## src/rtl/ps2_scancode_tracker_pkg.sv

```systemverilog
// Shared types and byte constants for the PS/2 set-2 scan-code tracker.
// Defines the prefix FSM states, prefix/status bytes and the 9-bit code type.
package ps2_pkg;

   typedef enum logic [1:0] {
      ST_IDLE     = 2'd0,
      ST_GOT_E0   = 2'd1,
      ST_GOT_F0   = 2'd2,
      ST_GOT_E0F0 = 2'd3
   } ps2_state_t;

   typedef logic [8:0] ps2_code_t;

   localparam logic [7:0] PS2_E0 = 8'hE0;
   localparam logic [7:0] PS2_F0 = 8'hF0;
   localparam logic [7:0] PS2_AA = 8'hAA;
   localparam logic [7:0] PS2_FA = 8'hFA;
   localparam logic [7:0] PS2_FC = 8'hFC;
   localparam logic [7:0] PS2_EE = 8'hEE;
   localparam logic [7:0] PS2_FE = 8'hFE;
   localparam logic [7:0] PS2_00 = 8'h00;
   localparam logic [7:0] PS2_FF = 8'hFF;

   // Controller/keyboard status bytes that carry no key information in IDLE.
   function automatic logic is_status_byte(input logic [7:0] b);
      logic r;
      case (b)
         PS2_AA, PS2_FA, PS2_FC, PS2_EE, PS2_FE, PS2_00, PS2_FF: r = 1'b1;
         default:                                                r = 1'b0;
      endcase
      return r;
   endfunction

endpackage

```

## src/rtl/ps2_scancode_tracker_if.sv

```systemverilog
// Byte-strobe input and key-event output bundle of the scan-code tracker.
interface ps2_scancode_tracker_if;
   import ps2_pkg::*;

   logic [7:0] received_data;
   logic       received_data_en;
   logic       evt_valid;
   logic       evt_break;
   ps2_code_t  evt_code;

   modport master (
      output received_data, received_data_en,
      input  evt_valid, evt_break, evt_code
   );

   modport slave (
      input  received_data, received_data_en,
      output evt_valid, evt_break, evt_code
   );

endinterface

```

## src/rtl/ps2_prefix_fsm.sv

```systemverilog
// E0/F0 prefix resolver with idle timeout; emits a combinational decode for
// the top level and the registered event/timeout outputs.
module ps2_prefix_fsm
   import ps2_pkg::*;
#(
   parameter int unsigned TIMEOUT_CYCLES = 100000
) (
   input  logic       CLOCK_50,
   input  logic       reset_n,
   input  logic       clear,
   input  logic [7:0] rx_data,
   input  logic       rx_en,
   input  logic       suppress,
   output logic       dec_valid,
   output logic       dec_break,
   output ps2_code_t  dec_code,
   output logic       evt_valid,
   output logic       evt_break,
   output ps2_code_t  evt_code,
   output logic       seq_timeout
);

   localparam int unsigned CNT_W = (TIMEOUT_CYCLES > 1) ? $clog2(TIMEOUT_CYCLES) : 1;
   localparam logic [CNT_W-1:0] CNT_LAST = CNT_W'(TIMEOUT_CYCLES - 1);

   ps2_state_t       state_r;
   ps2_state_t       next_state_s;
   logic [CNT_W-1:0] cnt_r;

   // Decode the current strobe against the prefix state.
   always_comb begin
      dec_valid    = 1'b0;
      dec_break    = 1'b0;
      dec_code     = {1'b0, rx_data};
      next_state_s = state_r;
      if (rx_en) begin
         case (state_r)
            ST_IDLE: begin
               if (rx_data == PS2_E0) begin
                  next_state_s = ST_GOT_E0;
               end else if (rx_data == PS2_F0) begin
                  next_state_s = ST_GOT_F0;
               end else if (is_status_byte(rx_data)) begin
                  next_state_s = ST_IDLE;
               end else begin
                  dec_valid = 1'b1;
               end
            end
            ST_GOT_E0: begin
               if (rx_data == PS2_F0) begin
                  next_state_s = ST_GOT_E0F0;
               end else if (rx_data == PS2_E0) begin
                  next_state_s = ST_GOT_E0;
               end else begin
                  dec_valid    = 1'b1;
                  dec_code     = {1'b1, rx_data};
                  next_state_s = ST_IDLE;
               end
            end
            ST_GOT_F0: begin
               dec_valid    = 1'b1;
               dec_break    = 1'b1;
               next_state_s = ST_IDLE;
            end
            ST_GOT_E0F0: begin
               dec_valid    = 1'b1;
               dec_break    = 1'b1;
               dec_code     = {1'b1, rx_data};
               next_state_s = ST_IDLE;
            end
            default: next_state_s = ST_IDLE;
         endcase
      end else begin
         next_state_s = state_r;
      end
   end

   // State, timeout counter and registered event/timeout outputs.
   always_ff @(posedge CLOCK_50 or negedge reset_n) begin
      if (!reset_n) begin
         state_r     <= ST_IDLE;
         cnt_r       <= '0;
         evt_valid   <= 1'b0;
         evt_break   <= 1'b0;
         evt_code    <= 9'h000;
         seq_timeout <= 1'b0;
      end else if (clear) begin
         state_r     <= ST_IDLE;
         cnt_r       <= '0;
         evt_valid   <= 1'b0;
         seq_timeout <= 1'b0;
      end else begin
         evt_valid   <= dec_valid & ~suppress;
         seq_timeout <= 1'b0;
         if (dec_valid && !suppress) begin
            evt_break <= dec_break;
            evt_code  <= dec_code;
         end
         if (rx_en) begin
            // A strobe always wins over a coincident expiry.
            state_r <= next_state_s;
            cnt_r   <= '0;
         end else if (state_r != ST_IDLE) begin
            if (cnt_r == CNT_LAST) begin
               state_r     <= ST_IDLE;
               cnt_r       <= '0;
               seq_timeout <= 1'b1;
            end else begin
               cnt_r <= cnt_r + CNT_W'(1);
            end
         end else begin
            cnt_r <= '0;
         end
      end
   end

endmodule

```

## src/rtl/ps2_scancode_tracker.sv

```systemverilog
// PS/2 set-2 key-state front end: make/break events, make history, watched-key
// held flags. Optional build macro PS2_TYPEMATIC_FILTER_EN drops repeats of held watched keys.
module ps2_scancode_tracker
   import ps2_pkg::*;
#(
   parameter int unsigned             DEPTH          = 4,
   parameter int unsigned             NUM_WATCH      = 2,
   parameter logic [NUM_WATCH*9-1:0]  WATCH_CODES    = {9'h01B, 9'h01D},
   parameter int unsigned             TIMEOUT_CYCLES = 100000
) (
   input  logic                         CLOCK_50,
   input  logic                         reset_n,
   input  logic                         clear,
   ps2_scancode_tracker_if.slave        bus,
   output logic [DEPTH*9-1:0]           hist_codes,
   output logic [$clog2(DEPTH+1)-1:0]   hist_count,
   output logic [NUM_WATCH-1:0]         watch_held,
   output logic                         any_watch_held,
   output logic                         seq_timeout
);

   localparam int unsigned HC_W = $clog2(DEPTH + 1);

   logic           dec_valid_s;
   logic           dec_break_s;
   ps2_code_t      dec_code_s;
   logic           suppress_s;
   logic           push_s;
   logic           evt_valid_s;
   logic           evt_break_s;
   ps2_code_t      evt_code_s;
   logic [NUM_WATCH-1:0] match_s;
   logic [NUM_WATCH-1:0] held_next_s;
   ps2_code_t      hist_r [DEPTH];

   ps2_prefix_fsm #(.TIMEOUT_CYCLES(TIMEOUT_CYCLES)) u_fsm (
      .CLOCK_50    (CLOCK_50),
      .reset_n     (reset_n),
      .clear       (clear),
      .rx_data     (bus.received_data),
      .rx_en       (bus.received_data_en),
      .suppress    (suppress_s),
      .dec_valid   (dec_valid_s),
      .dec_break   (dec_break_s),
      .dec_code    (dec_code_s),
      .evt_valid   (evt_valid_s),
      .evt_break   (evt_break_s),
      .evt_code    (evt_code_s),
      .seq_timeout (seq_timeout)
   );

   assign bus.evt_valid = evt_valid_s;
   assign bus.evt_break = evt_break_s;
   assign bus.evt_code  = evt_code_s;

   // Watch comparators, repeat filter and next held-flag vector.
   always_comb begin
      match_s     = '0;
      held_next_s = watch_held;
      for (int i = 0; i < int'(NUM_WATCH); i++) begin
         match_s[i] = (dec_code_s == WATCH_CODES[9*i +: 9]);
         if (dec_valid_s && match_s[i]) begin
            held_next_s[i] = ~dec_break_s;
         end else begin
            held_next_s[i] = watch_held[i];
         end
      end
`ifdef PS2_TYPEMATIC_FILTER_EN
      suppress_s = dec_valid_s & ~dec_break_s & (|(match_s & watch_held));
`else
      suppress_s = 1'b0;
`endif
      push_s = dec_valid_s & ~dec_break_s & ~suppress_s;
   end

   // History shift register, saturating count and held flags.
   always_ff @(posedge CLOCK_50 or negedge reset_n) begin
      if (!reset_n) begin
         for (int i = 0; i < int'(DEPTH); i++) hist_r[i] <= 9'h000;
         hist_count     <= '0;
         watch_held     <= '0;
         any_watch_held <= 1'b0;
      end else if (clear) begin
         for (int i = 0; i < int'(DEPTH); i++) hist_r[i] <= 9'h000;
         hist_count     <= '0;
         watch_held     <= '0;
         any_watch_held <= 1'b0;
      end else begin
         if (push_s) begin
            for (int i = 1; i < int'(DEPTH); i++) hist_r[i] <= hist_r[i-1];
            hist_r[0] <= dec_code_s;
            if (hist_count != HC_W'(DEPTH)) hist_count <= hist_count + HC_W'(1);
         end
         watch_held     <= held_next_s;
         any_watch_held <= |held_next_s;
      end
   end

   // Flatten history, newest entry in the low bits.
   always_comb begin
      hist_codes = '0;
      for (int i = 0; i < int'(DEPTH); i++) hist_codes[9*i +: 9] = hist_r[i];
   end

endmodule
```

## src/flat_wrapper.sv

```systemverilog
// flat-port wrapper written by rule: the top's interface ports become plain ports
module ps2_scancode_tracker_flat import ps2_pkg::*;
#(
   parameter int unsigned             DEPTH          = 4,
   parameter int unsigned             NUM_WATCH      = 2,
   parameter logic [NUM_WATCH*9-1:0]  WATCH_CODES    = {9'h01B, 9'h01D},
   parameter int unsigned             TIMEOUT_CYCLES = 100000
)
  (CLOCK_50, reset_n, clear, hist_codes, hist_count, watch_held, any_watch_held, seq_timeout, bus_received_data, bus_received_data_en, bus_evt_valid, bus_evt_break, bus_evt_code);
  ps2_scancode_tracker_if bus_i ();
  input  logic CLOCK_50;
  input  logic reset_n;
  input  logic clear;
  output logic [DEPTH*9-1:0] hist_codes;
  output logic [$clog2(DEPTH+1)-1:0] hist_count;
  output logic [NUM_WATCH-1:0] watch_held;
  output logic any_watch_held;
  output logic seq_timeout;
  input wire logic [$bits(bus_i.received_data)-1:0] bus_received_data;
  input wire logic [$bits(bus_i.received_data_en)-1:0] bus_received_data_en;
  output wire logic [$bits(bus_i.evt_valid)-1:0] bus_evt_valid;
  output wire logic [$bits(bus_i.evt_break)-1:0] bus_evt_break;
  output wire logic [$bits(bus_i.evt_code)-1:0] bus_evt_code;
  assign bus_i.received_data = bus_received_data;
  assign bus_i.received_data_en = bus_received_data_en;
  assign bus_evt_valid = bus_i.evt_valid;
  assign bus_evt_break = bus_i.evt_break;
  assign bus_evt_code = bus_i.evt_code;
  ps2_scancode_tracker #(.DEPTH(DEPTH), .NUM_WATCH(NUM_WATCH), .WATCH_CODES(WATCH_CODES), .TIMEOUT_CYCLES(TIMEOUT_CYCLES)) u_core (.CLOCK_50(CLOCK_50), .reset_n(reset_n), .clear(clear), .bus(bus_i), .hist_codes(hist_codes), .hist_count(hist_count), .watch_held(watch_held), .any_watch_held(any_watch_held), .seq_timeout(seq_timeout));
endmodule
```

## config.mk

```make
export PLATFORM = sky130hd
export DESIGN_NAME = ps2_scancode_tracker_flat
export DESIGN_NICKNAME = d
export VERILOG_FILES = /design/src/rtl/ps2_scancode_tracker_pkg.sv /design/src/rtl/ps2_scancode_tracker_if.sv /design/src/rtl/ps2_prefix_fsm.sv /design/src/rtl/ps2_scancode_tracker.sv /design/src/flat_wrapper.sv
export SDC_FILE = /design/constraint.sdc
export NUM_CORES = 1
export LEC_CHECK = 0
export BUFFER_PORTS_ARGS = -buffer_cell sky130_fd_sc_hd__buf_2
export CAP_MARGIN = 30
export CORE_MARGIN = 2
export CORE_UTILIZATION = 50
export CTS_CLUSTER_DIAMETER = 60
export DETAILED_ROUTE_END_ITERATION = 16
export PLACE_DENSITY = 0.78
export SYNTH_ARGS = -nofsm -noshare
export SYNTH_HDL_FRONTEND = slang
export SYNTH_SLANG_ARGS = --single-unit
```

## constraint.sdc

```tcl
create_clock -name CLOCK_50 -period 2.8 [get_ports CLOCK_50]
set_clock_uncertainty 0.05 [all_clocks]
set_input_delay 0.28 -clock CLOCK_50 [delete_from_list [all_inputs] [get_ports CLOCK_50]]
set_output_delay 0.28 -clock CLOCK_50 [all_outputs]
set_load 0.05 [all_outputs]
```

# Word-level counts from Yosys, hierarchy flattened

Index checks and enable logic that the tools add are counted.

Register bits: 73
Input port bits: 12
Output and inout port bits: 54
Word-level logic and storage cells: 95

$add $sub $neg: 2
Equal/unequal tests: 16
Muxes and demuxes: 46
Bitwise logic cells: 3
Reductions and logical operators: 15

Operator list:

| cell                                                | count |
|---|---|
| 2-to-1 mux 36 bit                                   | 2 |
| 2-to-1 mux 17 bit                                   | 4 |
| equality test 8 bit, second input constant          | 8 |
| 2-to-1 mux 9 bit                                    | 3 |
| 2-to-1 mux 1 bit                                    | 22 |
| equality test 9 x 5 -> 1 bit, second input constant | 2 |
| 2-to-1 mux 2 bit                                    | 9 |
| case mux 9 bit (2 select lines)                     | 1 |
| adder 17 x 1 -> 17 bit, second input constant       | 1 |
| equality test 17 bit, second input constant         | 1 |
| 2-to-1 mux 3 bit                                    | 3 |
| zero test 8 bit                                     | 1 |
| OR reduction 7 bit                                  | 1 |
| != test 6 bit, second input constant                | 1 |
| case mux 2 bit (3 select lines)                     | 1 |
| nonzero test 2 bit                                  | 3 |
| nonzero test 3 bit                                  | 2 |
| equality test 2 bit, second input constant          | 2 |
| AND reduction 2 bit                                 | 2 |
| OR reduction 2 bit                                  | 2 |
| adder 3 x 1 -> 3 bit, second input constant         | 1 |
| != test 3 bit, second input constant                | 1 |
| case mux 1 bit (3 select lines)                     | 1 |
| AND reduction 3 bit                                 | 1 |
| 5 further kinds                                     | 7 |

# Longest topological paths before layout

Depth after elaboration: 16
Depth in mapped cells: 7
Mapped depth without buffers: 6

# Modules after synthesis

From an unflattened synthesis, not the netlist that was laid out.

Cells, all modules: 345
Area total of the unflattened synthesis: 3393.3 µm²

Modules (own cells, without submodules):

| module               | instances | cells each | area each (µm²) | sequential area each (µm²) |
|---|---|---|---|---|
| ps2_scancode_tracker | 1         | 197        | 1816.7          | 1051.0 |
| ps2_prefix_fsm       | 1         | 148        | 1576.5          | 775.7 |

# Least setup slack after synthesis

No wires, ideal clock.

Path type: input port to flip-flop
From: in bus_received_data[2]
To: reg u_core.u_fsm.evt_code[2]
Library setup time: 125 ps
Data arrival time: 1784 ps
Data required time: 2625 ps
Setup slack: 841 ps
Stages on the path: 7
Path buffers: 2
Cell sequence: buf_6 > or4_4 > nor3_2 > nand2_1 > nand4_1 > buf_6 > mux2_2

Word-level cells in the longest chain between the ends: 13
Elaborated cells on any way between the ends: 27
Classes of those cells: eq/ne (8); mux (16); reduce/logical (3)

Ends and longest elaborated chain:

| item                                                          | line                           | text |
|---|---|---|
| start, declared                                               | flat_wrapper.sv:19             | `input wire logic [$bits(bus_i.received_data)-1:0] bus_received_data;` |
| equality test 8 bit / zero test 8 bit (equally long branches) | ps2_scancode_tracker_pkg.sv:27 | `case (b)` |
| OR reduction 7 bit                                            | ps2_scancode_tracker_pkg.sv:27 |  |
| 2-to-1 mux 1 bit                                              | ps2_scancode_tracker_pkg.sv:27 |  |
| 2-to-1 mux 1 bit                                              | ps2_prefix_fsm.sv:41           | `end else if (rx_data == PS2_F0) begin` |
| 2-to-1 mux 1 bit                                              | ps2_prefix_fsm.sv:39           | `if (rx_data == PS2_E0) begin` |
| 2-to-1 mux 1 bit                                              | ps2_prefix_fsm.sv:37           | `case (state_r)` |
| 2-to-1 mux 1 bit                                              | ps2_prefix_fsm.sv:36           | `if (rx_en) begin` |
| 2-to-1 mux 1 bit                                              | ps2_prefix_fsm.sv:43           | `end else if (is_status_byte(rx_data)) begin` |
| 2-to-1 mux 1 bit                                              | ps2_prefix_fsm.sv:41           |  |
| 2-to-1 mux 1 bit                                              | ps2_prefix_fsm.sv:39           |  |
| case mux 1 bit (3 select lines)                               | ps2_prefix_fsm.sv:37           |  |
| 2-to-1 mux 1 bit                                              | ps2_prefix_fsm.sv:36           |  |
| AND reduction 2 bit (no line)                                 | n/a                            |  |
| end signal, assigned                                          | ps2_prefix_fsm.sv:97           | `evt_code <= dec_code;` |
| end, declared                                                 | ps2_prefix_fsm.sv:19           | `output ps2_code_t evt_code,` |

Parallel ways exist; a longest one is shown, timed or not. The select of a mux whose other input is x is not followed.
A chain may end at the register's enable or synchronous reset.

# Worst setup path in the final report

From: reg u_core.u_fsm.cnt_r[12]
To: reg u_core.u_fsm.cnt_r[3]

Word-level cells in the longest chain between the ends: 5

Ends and longest elaborated chain:

| item                   | line                  | text |
|---|---|---|
| start, declared        | ps2_prefix_fsm.sv:28  | `logic [CNT_W-1:0] cnt_r;` |
| start signal, assigned | ps2_prefix_fsm.sv:109 | `cnt_r <= cnt_r + CNT_W'(1);` |
| equality test 17 bit   | ps2_prefix_fsm.sv:104 | `if (cnt_r == CNT_LAST) begin` |
| 2-to-1 mux 17 bit      | ps2_prefix_fsm.sv:104 |  |
| 2-to-1 mux 17 bit      | ps2_prefix_fsm.sv:103 | `end else if (state_r != ST_IDLE) begin` |
| 2-to-1 mux 17 bit      | ps2_prefix_fsm.sv:99  | `if (rx_en) begin` |
| 2-to-1 mux 17 bit      | ps2_prefix_fsm.sv:87  | `end else if (clear) begin` |

Every way passes these cells.

==> flow_summary.ini <==
[yosys]
synthCells = 321
synthesis.area_mm2 = 0.00358
synthAdderAreaFrac_pct = 1.05
syn_avg_cell_area_um2 = 11.2
synth_edf_count = 0
muxShareOfSynthArea_pct = 13.2
synth_area_leaders = dfrtp_1 (51%), mux2i_1 (10%), nand2b_1 (8.2%)
synth_top_family_by_area = simple AND/OR/NAND/NOR gates
syn-num-nets = 336
synth_commonest_cells = dfrtp_1 (73), nand2b_1 (47), mux2i_1 (37)
ys_seq_area_share_pct = 51.0
ys_seq_elements = 73
ys.warnings.count = 0
synthXorXnorAreaFrac_pct = 3.91
yosys.area_share.simple_pct = 22.2
async_flop_share_pct = 100
synth_ff_type = dfrtp_1
ys_types = 42
synth-compound-area-share_pct = 4.23
synth.top_cell.area_share_pct = 51.0
yosysTopAreaCell = dfrtp_1
synth.most_common_cell = dfrtp_1

[final_layout]
area_growth_pct = 15.9
fill_cells = 597
antennaDiodeCount = 0
drive_gt1_share_pct = 25.8
nNetsFinal = 397

[min_path]
hold_class = in2async

[clocking]
holdBufCountCts = 0
cts-root-buf = clkbuf_8
clk_path_buf_depth = 2
clock_sinks = 73
cts-resized-gates = 0
cts_tree = built
cts_htree_levels = 3
insertion_delay_ns = 0.34
clk_transition_reported_paths_ns = 0.08
cts_buffers = 9
postCtsSetupRepairBufs = 0

[die]
initial_core_util_pct = 52.1
io_pins = 66
fp.dieH_um = 88.6
dieArea_mm2 = 0.00785
die_w_um = 88.6
rows = 30
core-area_mm2 = 0.00687

[power]
power_density_mw_per_mm2 = 596
static-leakage-power_uw = 0.00201
peakVddDrop_mv = 0.327
power.total_uw = 2470

[timing]
holdWs_ns = 0.00496
timing.setup.tns_ns = 0
max_slew.worst_pin.slew_ns = 0.879
drv_slew = 0
post-route-min-period_ns = 2.07
setup_slack_ns = 0.733
max_freq_mhz = 484
rsz0062_at_grt = no
setup_viol = 0
hold_viol_final = 0
slew_headroom_pct = 41.4
post-route-period-util_pct = 73.8

[route]
antenna_left = 0
drt-initial-drc-count = 122
routed_wl_um = 6900
viasPerCell = 5.19
route.vias.total = 2507
drc_errors = 0
drtPass1Iterations = 4
wl_per_cell_um = 14.3

[global_routing]
grt_use_total_pct = 19.1
gr-total-overflow = 0
grt_pass1_wl_um = 11600
grt_max_degree = 74
antenna_found_initial = 0
grt_pass1_vias = 2380

[status]
outcome = complete, no violations

[worst_setup_path]
cp_data_required_time_ns = 2.95
crit_arrival_ns = 2.22
path_max_fanout = 15
r2r_slack_ns = 0.73
worstSetupStartpointType = flop
cp-end-kind = flop
reg2reg_to = u_core.u_fsm.cnt_r[3]$_DFF_PN0_
crit_type = reg2reg
worstRegToRegCells = 5
r2r-start = u_core.u_fsm.cnt_r[12]$_DFF_PN0_

[job]
maxCapViolations = 0

[placed_design]
detailed_place_hpwl_um = 4730
port_buffers = 65
gp_congestion = 0.851
post-place-ws_ns = 0.481
worst max-delay path by stage:
stage                                     start                                    to  cells after the start
2_1_floorplan              bus_received_data[2]  u_core.u_fsm.evt_code[2]$_DFFE_PN0P_                      7
3_3_place_gp               bus_received_data[2]  u_core.u_fsm.evt_code[2]$_DFFE_PN0P_                      6
3_5_place_dp               bus_received_data[2]  u_core.u_fsm.evt_code[5]$_DFFE_PN0P_                      6
4_1_cts        u_core.u_fsm.cnt_r[12]$_DFF_PN0_       u_core.u_fsm.cnt_r[3]$_DFF_PN0_                      5
5_1_grt        u_core.u_fsm.cnt_r[12]$_DFF_PN0_       u_core.u_fsm.cnt_r[3]$_DFF_PN0_                      5
6_report       u_core.u_fsm.cnt_r[12]$_DFF_PN0_       u_core.u_fsm.cnt_r[3]$_DFF_PN0_                      5
report_power, final:
group	switching, uW	internal, uW	leakage (uW)
registers	20.0	1090	0.000992
clock network	407	621	0.000127
logic	242	93.4	0.000893
cell type report:
class | count | area [um^2] | area share (%)
Inverter | 6 | 22.5 | 0.543
Clock buffer | 10 | 138 | 3.32
Multi-Input combinational cell | 226 | 1600 | 38.4
Timing Repair Buffer | 66 | 335 | 8.08
Clock inverter | 6 | 113 | 2.71
Tap cell | 96 | 120 | 2.89
Sequential cell | 73 | 1830 | 44.0
cells by family (layout without fill, tap and decap cells):
| logic type | Yosys count | after routing |
|---|---|---|
| mux | 46 | 46 |
| buf+inv | 22 | 88 |
| flops | 73 | 73 |
| xor+xnor | 16 | 16 |
| compound gates | 19 | 19 |
| fa+ha+maj | 3 | 3 |
| simple gates | 142 | 142 |
flip-flops by register name, indices dropped and copies added, names as in the netlist, 2 cells and up:
register               flops
u_core.watch_held          2
u_core.u_fsm.state_r       2
u_core.hist_codes         36
u_core.hist_count          3
u_core.u_fsm.evt_code      9
u_core.u_fsm.cnt_r        17
layout by cell type (no fill, tap or decap), drive strengths merged, types with 3 or more instances in the layout:
master / n
dfrtp: 73
o211a: 3
nor3: 6
nand3b: 6
bufinv: 3
mux2i: 37
nand3: 12
mux2: 9
nand2b: 47
xor2: 11
or3: 4
nor4: 4
xnor2: 5
nor2: 32
o21ai: 5
buf: 66
ha: 3
clkbuf: 10
inv: 8
nand4: 5
nand2: 16
a21oi: 6
critical path: stages (launching register included):
cell and delay [ns]:
dfrtp_1 0.43, or3_1 0.36, nor4_1 0.23, nand4_1 0.26
nand2_1 0.47, nor2_1 0.12
layer usage:
layer	global-route usage, %	up-vias	share of wire (%)
li1	-	1212	-
met1	28.5	1215	48
met2	28.0	72	45
met3	3.54	8	5.7
met4	6.61	0	0.99
met5	0	-	0
metrics by stage:
stage / area, um^2 / utilization [%] / std cells
final: 4150 / 60.4 / 483
after global routing: 4150 / 60.4 / 483
after CTS: 4150 / 60.4 / 483
after detailed placement: 3900 / 56.8 / 467
after global placement: 3900 / 56.8 / 467
after floorplan: 3580 / - / 321
Note: power is estimated with default switching activity, not from simulation.
